[config.mk]
export PLATFORM = sky130hd
export DESIGN_NAME = fight_match_ctrl
export DESIGN_NICKNAME = d
export VERILOG_FILES = /design/src/rtl/fight_pkg.sv /design/src/rtl/fight_player_unit.sv /design/src/rtl/fight_match_ctrl.sv
export SDC_FILE = /design/constraint.sdc
export NUM_CORES = 1
export LEC_CHECK = 0
export ABC_CLOCK_PERIOD_IN_PS = 4400
export CAP_MARGIN = 15
export CORE_UTILIZATION = 52
export DETAILED_ROUTE_END_ITERATION = 8
export GPL_TIMING_DRIVEN = 0
export PLACE_DENSITY = 0.89
export REMOVE_ABC_BUFFERS = 1
export SLEW_MARGIN = 20
export SYNTH_ARGS = -nofsm -noshare
export SYNTH_HDL_FRONTEND = slang
export SYNTH_SLANG_ARGS = --single-unit
[constraint.sdc]
create_clock -name clk -period 4.4 [get_ports clk]
set_clock_uncertainty 0.2 [all_clocks]
set_input_delay 0.66 -clock clk [delete_from_list [all_inputs] [get_ports clk]]
set_output_delay 0.66 -clock clk [all_outputs]
set_load 0.01 [all_outputs]
[src/rtl/fight_pkg.sv]
// Shared definitions for the fighting-game match controller:
// action codes, match FSM states and per-hit damage amounts.
package fight_pkg;

    localparam logic [2:0] ACT_IDLE   = 3'd0;
    localparam logic [2:0] ACT_ATTACK = 3'd1;
    localparam logic [2:0] ACT_BLOCK  = 3'd2;

    typedef enum logic [1:0] {
        ROUND_PLAY = 2'd0,
        ROUND_END  = 2'd1,
        MATCH_OVER = 2'd2
    } fsm_e;

    localparam int          DMG_W      = 2;
    localparam logic [1:0]  DMG_NONE   = 2'd0;
    localparam logic [1:0]  DMG_HIT    = 2'd1;
    localparam logic [1:0]  DMG_PUNISH = 2'd2;

endpackage

[src/rtl/fight_player_unit.sv]
// One player's datapath: health register, attack cooldown down-counter,
// last-accepted-action register and the attack/block accept logic.
// health_nxt exposes the post-hit health so the match FSM can detect a KO
// on the same edge that the hit lands.
module fight_player_unit
    import fight_pkg::*;
#(
    parameter int HEALTH_W   = 3,
    parameter int MAX_HEALTH = 5,
    parameter int COOLDOWN   = 3
) (
    input  logic                clk,
    input  logic                resetGame,
    input  logic                accept_en,
    input  logic [2:0]          action,
    input  logic [DMG_W-1:0]    dmg,
    input  logic                restore,
    input  logic                clear_cd,
    output logic [HEALTH_W-1:0] health,
    output logic [HEALTH_W-1:0] health_nxt,
    output logic [2:0]          state,
    output logic                att_ok,
    output logic                blk_ok,
    output logic                cd_busy
);

    localparam int CW = (COOLDOWN < 1) ? 1 : $clog2(COOLDOWN + 1);

    logic [CW-1:0]     cd;
    logic [2:0]        acc_code;
    logic [HEALTH_W:0] h_ext;
    logic [HEALTH_W:0] d_ext;

    // Accept logic: gated attacks and unknown codes collapse to IDLE; health saturates at 0.
    always_comb begin
        cd_busy  = (cd != '0);
        acc_code = ACT_IDLE;
        if (action == ACT_ATTACK && !cd_busy) begin
            acc_code = ACT_ATTACK;
        end else if (action == ACT_BLOCK) begin
            acc_code = ACT_BLOCK;
        end
        att_ok = accept_en && (acc_code == ACT_ATTACK);
        blk_ok = accept_en && (acc_code == ACT_BLOCK);

        h_ext      = {1'b0, health};
        d_ext      = (HEALTH_W + 1)'(dmg);
        health_nxt = health;
        if (restore) begin
            health_nxt = HEALTH_W'(MAX_HEALTH);
        end else if (accept_en) begin
            if (h_ext <= d_ext) begin
                health_nxt = '0;
            end else begin
                health_nxt = HEALTH_W'(h_ext - d_ext);
            end
        end
    end

    // Health, action record and cooldown registers.
    always_ff @(posedge clk or negedge resetGame) begin
        if (!resetGame) begin
            health <= HEALTH_W'(MAX_HEALTH);
            state  <= ACT_IDLE;
            cd     <= '0;
        end else begin
            health <= health_nxt;
            if (restore) begin
                state <= ACT_IDLE;
            end else if (accept_en) begin
                state <= acc_code;
            end
            if (clear_cd) begin
                cd <= '0;
            end else if (att_ok) begin
                cd <= CW'(COOLDOWN);
            end else if (cd != '0) begin
                cd <= cd - CW'(1);
            end
        end
    end

endmodule

[src/rtl/fight_match_ctrl.sv]
// Two-player match controller: resolves hits between two player units,
// tracks round wins and declares the match winner.
// Optional build macro FIGHT_PUNISH_EN: a hit landing on a player whose
// cooldown is still running does double damage.
//
// state      | meaning
// -----------+-----------------------------------------------------------
// ROUND_PLAY | strobed actions accepted, hits resolved, KO detected
// ROUND_END  | roundOver=1, actions ignored, intermission counting down
// MATCH_OVER | isGameOver=1, winner flag set, all outputs frozen
module fight_match_ctrl
    import fight_pkg::*;
#(
    parameter int HEALTH_W      = 3,
    parameter int MAX_HEALTH    = 5,
    parameter int ROUNDS_TO_WIN = 2,
    parameter int COOLDOWN      = 3,
    parameter int INTERMISSION  = 4
) (
    input  logic                                 clk,
    input  logic                                 resetGame,
    input  logic                                 actionEnable,
    input  logic [2:0]                           action1,
    input  logic [2:0]                           action2,
    output logic [HEALTH_W-1:0]                  health1,
    output logic [HEALTH_W-1:0]                  health2,
    output logic [2:0]                           state1,
    output logic [2:0]                           state2,
    output logic [$clog2(ROUNDS_TO_WIN+1)-1:0]   rounds1,
    output logic [$clog2(ROUNDS_TO_WIN+1)-1:0]   rounds2,
    output logic                                 roundOver,
    output logic                                 firstWin,
    output logic                                 secondWin,
    output logic                                 isGameOver
);

    localparam int RW       = $clog2(ROUNDS_TO_WIN + 1);
    localparam int INTER_LD = (INTERMISSION < 1) ? 1 : INTERMISSION;
    localparam int IW       = $clog2(INTER_LD + 1);

    fsm_e                fsm;
    logic [IW-1:0]       inter;
    logic                accept_en;
    logic                restore;
    logic                clear_cd;
    logic [DMG_W-1:0]    dmg1;
    logic [DMG_W-1:0]    dmg2;
    logic [HEALTH_W-1:0] health1_nxt;
    logic [HEALTH_W-1:0] health2_nxt;
    logic                att1, att2, blk1, blk2;
    logic                cd_busy1, cd_busy2;
    logic                ko1, ko2;
    logic [RW-1:0]       r1_inc, r2_inc;

    // Hit resolution and per-edge control strobes for the player units.
    always_comb begin
        accept_en = actionEnable && (fsm == ROUND_PLAY);
        restore   = (fsm == ROUND_END) && (inter == IW'(1));
        clear_cd  = (fsm != ROUND_PLAY);

        dmg1 = DMG_NONE;
        dmg2 = DMG_NONE;
`ifdef FIGHT_PUNISH_EN
        if (att2 && !blk1) dmg1 = cd_busy1 ? DMG_PUNISH : DMG_HIT;
        if (att1 && !blk2) dmg2 = cd_busy2 ? DMG_PUNISH : DMG_HIT;
`else
        if (att2 && !blk1) dmg1 = DMG_HIT;
        if (att1 && !blk2) dmg2 = DMG_HIT;
`endif

        ko1    = (health1_nxt == '0);
        ko2    = (health2_nxt == '0);
        r1_inc = rounds1 + RW'(1);
        r2_inc = rounds2 + RW'(1);
    end

    fight_player_unit #(
        .HEALTH_W   (HEALTH_W),
        .MAX_HEALTH (MAX_HEALTH),
        .COOLDOWN   (COOLDOWN)
    ) u_p1 (
        .clk        (clk),
        .resetGame  (resetGame),
        .accept_en  (accept_en),
        .action     (action1),
        .dmg        (dmg1),
        .restore    (restore),
        .clear_cd   (clear_cd),
        .health     (health1),
        .health_nxt (health1_nxt),
        .state      (state1),
        .att_ok     (att1),
        .blk_ok     (blk1),
        .cd_busy    (cd_busy1)
    );

    fight_player_unit #(
        .HEALTH_W   (HEALTH_W),
        .MAX_HEALTH (MAX_HEALTH),
        .COOLDOWN   (COOLDOWN)
    ) u_p2 (
        .clk        (clk),
        .resetGame  (resetGame),
        .accept_en  (accept_en),
        .action     (action2),
        .dmg        (dmg2),
        .restore    (restore),
        .clear_cd   (clear_cd),
        .health     (health2),
        .health_nxt (health2_nxt),
        .state      (state2),
        .att_ok     (att2),
        .blk_ok     (blk2),
        .cd_busy    (cd_busy2)
    );

    // Round/match FSM with intermission down-counter, scores and win flags.
    always_ff @(posedge clk or negedge resetGame) begin
        if (!resetGame) begin
            fsm        <= ROUND_PLAY;
            inter      <= '0;
            rounds1    <= '0;
            rounds2    <= '0;
            roundOver  <= 1'b0;
            firstWin   <= 1'b0;
            secondWin  <= 1'b0;
            isGameOver <= 1'b0;
        end else begin
            case (fsm)
                ROUND_PLAY: begin
                    if (accept_en) begin
                        if (ko1 && ko2) begin
                            fsm       <= ROUND_END;
                            roundOver <= 1'b1;
                            inter     <= IW'(INTER_LD);
                        end else if (ko2) begin
                            rounds1 <= r1_inc;
                            if (r1_inc == RW'(ROUNDS_TO_WIN)) begin
                                fsm        <= MATCH_OVER;
                                firstWin   <= 1'b1;
                                isGameOver <= 1'b1;
                            end else begin
                                fsm       <= ROUND_END;
                                roundOver <= 1'b1;
                                inter     <= IW'(INTER_LD);
                            end
                        end else if (ko1) begin
                            rounds2 <= r2_inc;
                            if (r2_inc == RW'(ROUNDS_TO_WIN)) begin
                                fsm        <= MATCH_OVER;
                                secondWin  <= 1'b1;
                                isGameOver <= 1'b1;
                            end else begin
                                fsm       <= ROUND_END;
                                roundOver <= 1'b1;
                                inter     <= IW'(INTER_LD);
                            end
                        end
                    end
                end
                ROUND_END: begin
                    if (inter == IW'(1)) begin
                        fsm       <= ROUND_PLAY;
                        roundOver <= 1'b0;
                        inter     <= '0;
                    end else begin
                        inter <= inter - IW'(1);
                    end
                end
                MATCH_OVER: begin
                    fsm <= MATCH_OVER;
                end
                default: begin
                    fsm <= ROUND_PLAY;
                end
            endcase
        end
    end

endmodule

==> out/qor.yml, run 1 <==
vias: 1308
p_sw_mw: 0.381
worstHoldPathType: "input pin to async pin"
synth_top_cell_by_area: "dfrtp_1"
setup_viol: 0
rsz0062_at_grt: "false"
syn-instance-count: 160
clk_pin_slew_ps: 160
route.detailed.drc: 9
grt_pass1_wl_um: 5650
reg2reg_depth: 14
cts_max_level: 1
tightest_slew_ps: 591
hold_buffers: 0
finalCriticalPeriod_ps: 4130
cts_buffer_depth: 2
slew_headroom_pct: 60.6
initial_core_util_pct: 56.2
max_cap_violations: 0
core_region_area_um2: 2810
finalHoldWorstSlack_ps: 106
combPwrFrac_pct: 46.6
root_buffer: "clkbuf_4"
ant_nets: 0
worstSetupPathType: "input pin to flip-flop"
synth-seq-cells: 27
arrival_ps: 4160
layout.cells.non_filler: 219
avgSynthCellArea_um2: 9.86
startpoint_type: "input pin"
layout-drive-gt1-share_pct: 11.7
synth_cell_type_count: 43
grt_usage_pct: 22.1
status: "finished with violations"
num_rows: 19
via_per_inst: 5.97
wirelength_um: 3420
area_delta_synth_final_pct: 20.0
ios: 29
power_mw: 0.937
routedWlPerCell_um: 15.6
finalMaxSlewViolations: 0
nNetsFinal: 210
rr_startpoint: "fsm[0]"
worstSkewPairLatency_ps: 330
antenna_cells: 0
ys_dominant_reg_cell: "dfrtp_1"
synth_warnings: 0
p_per_area_nw_per_um2: 495
grt_pass1_vias: 1315
async_flop_share_pct: 100
switching_share_pct: 40.7
chipHeight_um: 57.1
final_util_pct: 67.5
path_max_fanout: 5
cts_tree: "built"
max_freq_mhz: 242
yosysSeqAreaShare_pct: 43.1
crit_start: "actionEnable"
grt_max_degree: 28
place_hpwl_um: 2540
crit_path_end_kind: "flip-flop"
ir_drop_uv: 378
cts.sinks: 27
hold_violations: 0
cts_buffers: 3
p_seq_share_pct: 41.2
dp.cells: 214
die_width_um: 57.1
fin_crit_sh_pct: 93.9
die_area_um2: 3260
power_frac_clock_pct: 12.2
gp_congestion: 0.761
synth_area_um2: 1580
dr.first_iter.drc_count: 51
synth_top_area_share_pct: 36.5
antenna_found_initial: 0
io_buffers: 26
cellLeakagePower_nw: 0.850
cp.required_ps: 4430
synth_area_leaders: "dfrtp_1, ha_1, dfstp_2, nor2_1, a21oi_1"
synth_edf_count: 0
violations: "DRC"
grt.overflow.total: 0
drtPass1Iterations: 6
intPower_mw: 0.556
## worst paths after layout
path                                  end  slack (ps)
max in group asynchronous  u_p1.health[2]        3510
min in group clk               isGameOver         290
max reg2reg                        fsm[0]         620
min                            u_p2.cd[1]         110
max                                fsm[0]         270
min reg2reg                    isGameOver         290
## placed cells by master, fill, tap and decap left out, types with 2 or more instances in the layout
| cell | n |
|---|---|
| a211oi_1 | 3 |
| a21oi_1 | 11 |
| a22o_1 | 2 |
| a31o_2 | 2 |
| clkbuf_4 | 3 |
| clkdlybuf4s50_1 | 25 |
| conb_1 | 2 |
| dfrtp_1 | 23 |
| dfstp_2 | 4 |
| ha_1 | 12 |
| inv_1 | 13 |
| mux2i_1 | 2 |
| nand2_1 | 12 |
| nand2b_1 | 2 |
| nand3_1 | 3 |
| nand4_1 | 4 |
| nor2_1 | 17 |
| nor2b_1 | 2 |
| nor3_1 | 3 |
| nor3b_1 | 4 |
| o211ai_1 | 2 |
| o21ai_0 | 6 |
| o2bb2ai_1 | 3 |
| o31ai_1 | 3 |
| xor2_1 | 4 |
## state kept, by name, summed over array words and instances, names as in the netlist, 2 cells and up
name	count
fsm	2
inter	3
rounds1	2
rounds2	2
u_p1.cd	2
u_p1.health	3
u_p1.state	2
u_p2.cd	2
u_p2.health	3
u_p2.state	2
## area by class of cell
class,instances,area (um2)
Sequential cell,27,681
Inverter,14,55.1
Multi-Input combinational cell,116,826
Fill cell,226,912
Clock buffer,3,22.5
Clock inverter,1,7.51
Tap cell,31,38.8
Timing Repair Buffer,27,263
## power groups by stage
stage / registers [mW] / clock network [mW] / logic (mW)
6_report: 0.385 / 0.115 / 0.437
3_5_place_dp: 0.389 / 0 / 0.421
2_1_floorplan: 0.394 / 0 / 0.255
5_1_grt: 0.395 / 0.122 / 0.477
4_1_cts: 0.385 / 0.115 / 0.429
3_3_place_gp: 0.383 / 0 / 0.398
## cells by family after synthesis
kind of cell	synth area share, %
AO/OA/AOI/OAI	17.9
XOR/XNOR	2.22
adder cells (fa/ha/maj)	9.52
buffers and inverters	5.15
flip-flops	43.1
multiplexers	2.22
other	0.238
AND/OR/NAND/NOR	19.6
## synthesized netlist by cell type, drive strengths merged (2+ instances only)
cell type	instances
xor2	4
dfrtp	23
nor2	17
nor3	4
nor2b	2
o211ai	2
nand2b	2
o31ai	3
a21oi	11
mux2i	2
nor3b	5
dfstp	4
a211oi	3
o21ai	7
inv	14
a31o	3
buf	3
ha	12
nand3	3
nand4	4
a22o	2
o2bb2ai	3
nand2	12
## per-stage QoR
stage	cell area (um2)	TNS, ps	setup WS [ps]
4_1_cts	1890	0	313
3_5_place_dp	1850	-4110	-617
3_3_place_gp	1850	-3900	-641
5_1_grt	1890	0	11.1
2_1_floorplan	1560	0	585
6_report	1890	0	270
## critical path, cell delays in order
cell	delay [ps]
clkdlybuf4s50_1	540
nor3b_4	270
nand4_1	240
nor2_1	170
ha_1	270
o21ai_0	310
nor2_1	120
o21ai_0	230
o31ai_1	130
and2_1	160
ha_1	240
nor3b_1	300
o211ai_1	210
nand3_1	210
o21ai_0	100
## layer usage
metal  wire length (um)  track usage (%)
met5                  0                0
met4                 46             7.32
met3                228             3.17
met2               1730             39.7
met1               1410             27.3
## repair_timing
action,4_1_cts,5_1_grt
buffers inserted,1,0
gates resized for setup,1,0
endpoints found under the hold margin,0,0
setup endpoints to repair,5,0
(Power assumes the default switching activity.)
==> run 2: changes to the inputs <==
--- a/config.mk
+++ b/config.mk
@@ -5,12 +5,12 @@
 export SDC_FILE = /design/constraint.sdc
 export NUM_CORES = 1
 export LEC_CHECK = 0
-export ABC_CLOCK_PERIOD_IN_PS = 4400
+export ABC_CLOCK_PERIOD_IN_PS = 3600
 export CAP_MARGIN = 15
-export CORE_UTILIZATION = 52
+export CORE_UTILIZATION = 47
 export DETAILED_ROUTE_END_ITERATION = 8
 export GPL_TIMING_DRIVEN = 0
-export PLACE_DENSITY = 0.89
+export PLACE_DENSITY = 0.86
 export REMOVE_ABC_BUFFERS = 1
 export SLEW_MARGIN = 20
 export SYNTH_ARGS = -nofsm -noshare
==> constraint.sdc (replaced) <==
create_clock -name clk -period 3.6 [get_ports clk]
set_clock_uncertainty 0.2 [all_clocks]
set_input_delay 0.54 -clock clk [delete_from_list [all_inputs] [get_ports clk]]
set_output_delay 0.54 -clock clk [all_outputs]
set_load 0.01 [all_outputs]
==> run 2 against run 1 <==
Net effect: sequential power grew 23%; non-clock buffer count grew 4; clock power grew 17%; the run ends with hold timing left; wire length is 6.0% higher; worst hold slack worse by 120 ps; utilization decreased by 4.5 points; final area up 4.1%; power is 25% higher; highest routed layer unchanged; worst setup slack got worse by 16 ps; critical endpoint is now inter[0]; sequential share of layout area down 1.3 points.
==> out/qor.yml, run 2 (synthesis results as in run 1) <==
status: "finished with violations"
violations: "hold timing"
arrival_ps: 3390
finalHoldWorstSlack_ps: -15.6
tns_ps: 0
antenna_found_initial: 0
cp.required_ps: 3640
fin_area_um2: 1970
worstSkewPairLatency_ps: 330
path_max_fanout: 5
dr.first_iter.drc_count: 48
root_buffer: "clkbuf_4"
drtPass1Iterations: 4
switching_share_pct: 40.3
fin_crit_sh_pct: 93.0
layout-drive-gt1-share_pct: 17.7
layout.cells.non_filler: 236
power_mw: 1.17
p_sw_mw: 0.472
vias: 1324
crit_path_end_kind: "flip-flop"
hold_violations: 23
die_area_um2: 3590
gp_congestion: 0.875
reg2reg_depth: 16
intPower_mw: 0.698
cp_cell_sequence: "clkdlybuf4s50_1 > nor3b_2 > nor2_1 > ha_1 > ha_1 > a2bb2oi_2 > nor4_2 > o211a_4 > ha_2 > nand2b_1 > a21oi_1 > nor2_2 > nand3_2 > a21o_1"
tightest_slew_ps: 594
max_freq_mhz: 299
rr_startpoint: "fsm[0]"
nNetsFinal: 214
grt_max_degree: 28
combPwrFrac_pct: 48.0
p_per_area_nw_per_um2: 594
cts.sinks: 27
power_frac_clock_pct: 11.4
cellLeakagePower_nw: 0.885
clk_pin_slew_ps: 140
grt_pass1_vias: 1285
area_delta_synth_final_pct: 24.9
worst_path_largest_cell_delay_ps: 490
p_seq_share_pct: 40.5
cts_max_level: 1
reg_top3: "inter x3, u_p1.health x3, u_p2.health x3"
path_buf_inv: 1
setup_viol: 0
setup_slack_ps: 253
worstSetupPathType: "input pin to flip-flop"
finalMaxSlewViolations: 0
placed_area_um2: 1870
mostFrequentLayoutCell: "clkdlybuf4s50_1"
grt.overflow.total: 0
r2r-end: "inter[0]"
initial_core_util_pct: 50.4
grt_pass1_wl_um: 5800
via_per_inst: 5.61
die_width_um: 59.9
wirelength_um: 3630
cts_buffer_depth: 2
io_buffers: 26
final_cell_mix: "clkdlybuf4s50_1, dfrtp_1, nor2_1"
cts_tree: "built"
critPathTopFamily: "simple AND/OR/NAND/NOR gates"
chipHeight_um: 59.9
worstHoldPathType: "input pin to async pin"
crit_top_cell: "ha_1"
max_cap_violations: 0
core_region_area_um2: 3130
cts_buffers: 3
dp.cells: 227
final_util_pct: 63.0
rsz0062_at_grt: "false"
grt_usage_pct: 22.2
startpoint_type: "input pin"
slew_headroom_pct: 60.4
ir_drop_uv: 297
routedWlPerCell_um: 15.4
num_rows: 20
ios: 29
reg2reg_slack_ps: 280
antenna_cells: 0
ant_nets: 0
finalCriticalPeriod_ps: 3350
place_hpwl_um: 2500
route.detailed.drc: 0
cp_slowest_cell: "clkdlybuf4s50_1"
dp_slack_ps: -1380
## run 2: layer usage
metal  wire, um  up-vias  track usage [%]
met5          0        -                0
met4         83        0             13.0
met3        212        7             1.73
met2       1860       55             37.5
met1       1470      631             27.6
li1           -      631                -
## run 2: timing repair
action                     4_1_cts  5_1_grt
hold buffers                     0        0
pin swaps                        3        3
resized for setup                6        8
setup buffers                    4        1
setup endpoints to repair       13        7
## run 2: worst register-to-register path: cells and delay by family, from the launching register on
family / cells / cell delay [ps]
and+or+nand+nor: 9 / 1430
adders and majority gates: 3 / 670
DFF: 1 / 490
AOI/OAI and AO/OA: 4 / 460
## run 2: worst max-delay path by stage
stage,start,to,slack (ps),cells past startpoint
after floorplan,actionEnable,fsm[0],-100,14
after global placement,actionEnable,fsm[0],-1350,15
after detailed placement,actionEnable,fsm[0],-1380,15
after CTS,actionEnable,fsm[0],-5,15
after global routing,fsm[0],inter[0],30,16
final,action2[1],inter[0],250,14
## run 2: final cells by class
cell class | count | area (um2)
Clock buffer | 4 | 26.3
Fill cell | 258 | 1160
Inverter | 14 | 55.1
Multi-Input combinational cell | 116 | 856
Sequential cell | 27 | 683
Tap cell | 44 | 55.1
Timing Repair Buffer | 31 | 295
## run 2: power by group through the flow
stage,clock network [mW],registers (mW),logic [mW]
2_1_floorplan,0,0.481,0.311
3_3_place_gp,0,0.466,0.488
4_1_cts,0.137,0.472,0.540
3_5_place_dp,0,0.474,0.516
5_1_grt,0.149,0.486,0.619
6_report,0.134,0.474,0.562
==> run 3: changes to the inputs <==
--- a/config.mk
+++ b/config.mk
@@ -10,7 +10,7 @@
 export CORE_UTILIZATION = 47
 export DETAILED_ROUTE_END_ITERATION = 8
 export GPL_TIMING_DRIVEN = 0
-export PLACE_DENSITY = 0.86
+export PLACE_DENSITY_LB_ADDON = 0.15
 export REMOVE_ABC_BUFFERS = 1
 export SLEW_MARGIN = 20
 export SYNTH_ARGS = -nofsm -noshare
==> run 3 against run 2 <==
Net effect: global-route usage is 1.5 points lower; power fell by 1.3%; largest power group unchanged; critical path depth grew 1; register-to-register slack hardly changed; highest routed layer unchanged; via count down 1.5%; wire length fell by 7.8%; the run still ends with hold timing left; utilization rose by 1.0 points; critical path type unchanged.
==> out/qor.yml, run 3 (synthesis results as in run 1) <==
met1_usage_pct: 26.6
rsz0062_at_grt: "false"
core_region_area_um2: 3130
grt_util_met2_pct: 34.3
finalHoldWorstSlack_ps: -14.9
antenna_found_initial: 0
final_util_pct: 64.0
mostFrequentLayoutCell: "clkdlybuf4s50_1"
worstSkewPairLatency_ps: 330
vias: 1304
crit_path_end_kind: "flip-flop"
io_buffers: 26
cts_buffer_depth: 2
cp.required_ps: 3650
max_freq_mhz: 293
path_max_fanout: 5
reg2reg_slack_ps: 280
use_met3_pct: 2.60
clk_pin_slew_ps: 150
grt_pass1_vias: 1233
ir_drop_uv: 270
r2r-end: "inter[0]"
arrival_ps: 3460
worstSetupPathType: "input pin to flip-flop"
initial_core_util_pct: 50.4
cellLeakagePower_nw: 0.885
combPwrFrac_pct: 47.5
die_width_um: 59.9
reg2reg_depth: 16
intPower_mw: 0.695
p_sw_mw: 0.459
fillers: 270
route.detailed.drc: 0
root_buffer: "clkbuf_4"
cts_tree: "built"
finalCriticalPeriod_ps: 3420
final_cell_mix: "clkdlybuf4s50_1, dfrtp_1, nor2_1"
nNetsFinal: 215
drtPass1Iterations: 4
status: "finished with violations"
area_delta_synth_final_pct: 26.9
die_area_um2: 3590
num_rows: 20
rr_startpoint: "fsm[0]"
gp_congestion: 0.774
placed_area_um2: 1870
routedWlPerCell_um: 14.1
grt_pass1_wl_um: 5420
grt_usage_pct: 20.7
fin_crit_sh_pct: 94.9
startpoint_type: "input pin"
hold_buffers: 0
setup_viol: 0
layout-drive-gt1-share_pct: 19.2
grt_max_degree: 28
reg_top3: "inter x3, u_p1.health x3, u_p2.health x3"
via_per_inst: 5.50
ant_nets: 0
fin_area_um2: 2000
p_per_area_nw_per_um2: 576
cts.sinks: 27
cp-endpoint: "inter[0]"
hold_violations: 23
antenna_cells: 0
cts_buffers: 3
violations: "hold timing"
place_hpwl_um: 2390
chipHeight_um: 59.9
crit_start: "action2[1]"
tightest_slew_ps: 605
finalMaxSlewViolations: 0
max_cap_violations: 0
switching_share_pct: 39.8
ios: 29
cts_max_level: 1
dr.first_iter.drc_count: 44
grt_most_used_layer: "met2"
wirelength_um: 3340
p_seq_share_pct: 40.6
power_frac_clock_pct: 12.0
grt.overflow.total: 0
slew_headroom_pct: 59.7
tns_ps: 0
worstHoldPathType: "input pin to async pin"
## run 3: what timing repair did
item | CTS | global route
endpoints found under the setup margin | 13 | 5
buffers inserted | 4 | 2
gates resized for setup | 9 | 7
pin swaps | 5 | 5
## run 3: worst min-delay path by stage
stage / end / slack, ps / depth (start not counted)
detailed placement: secondWin / 260 / 1
finish: u_p2.health[1] / -10 / 1
CTS: u_p2.health[1] / 1 / 1
floorplan: firstWin / 40 / 0
global route: u_p2.health[1] / 20 / 1
global placement: secondWin / 260 / 1
## run 3: cell type report
cell class / instances / area, um2 / area share [%]
sequential: 27 / 681 / 34.0
tap: 44 / 55.1 / 2.75
multi-input combinational: 116 / 878 / 43.9
inverter: 14 / 55.1 / 2.75
timing repair buffer: 32 / 303 / 15.1
clock buffer: 3 / 22.5 / 1.13
clock inverter: 1 / 7.51 / 0.375
## run 3: power groups by stage
stage                     Combinational [mW]  Sequential, mW  Clock (mW)
after detailed placement               0.510           0.469           0
after floorplan                        0.311           0.481           0
after global placement                 0.495           0.466           0
final                                  0.548           0.468       0.138
after CTS                              0.537           0.466       0.145
after global routing                   0.608           0.478       0.156
## run 3: critical path: stages
cell             delay (ps)
clkdlybuf4s50_1         480
nor3b_1                 310
nor2_1                  100
ha_2                    200
ha_1                    320
a2bb2oi_2                70
nor4_2                  230
o211a_4                 240
inv_4                    60
ha_1                    220
nand2b_1                 90
a21oi_1                  80
nor2_2                  190
nand3_2                 140
a21o_1                  200
## run 3: per-stage QoR
step	setup slack [ps]	total power, mW	std cells
after floorplan	-95.4	0.792	157
after global placement	-1410	0.961	227
after detailed placement	-1470	0.979	227
after CTS	8.75	1.15	235
after global routing	42.1	1.24	237
final	185	1.15	237
## run 3: metal layers
metal,share of wire [%],vias up
met4,1.5,0
met1,45,631
li1,-,628
met5,0,-
met3,5.2,4
met2,48,41
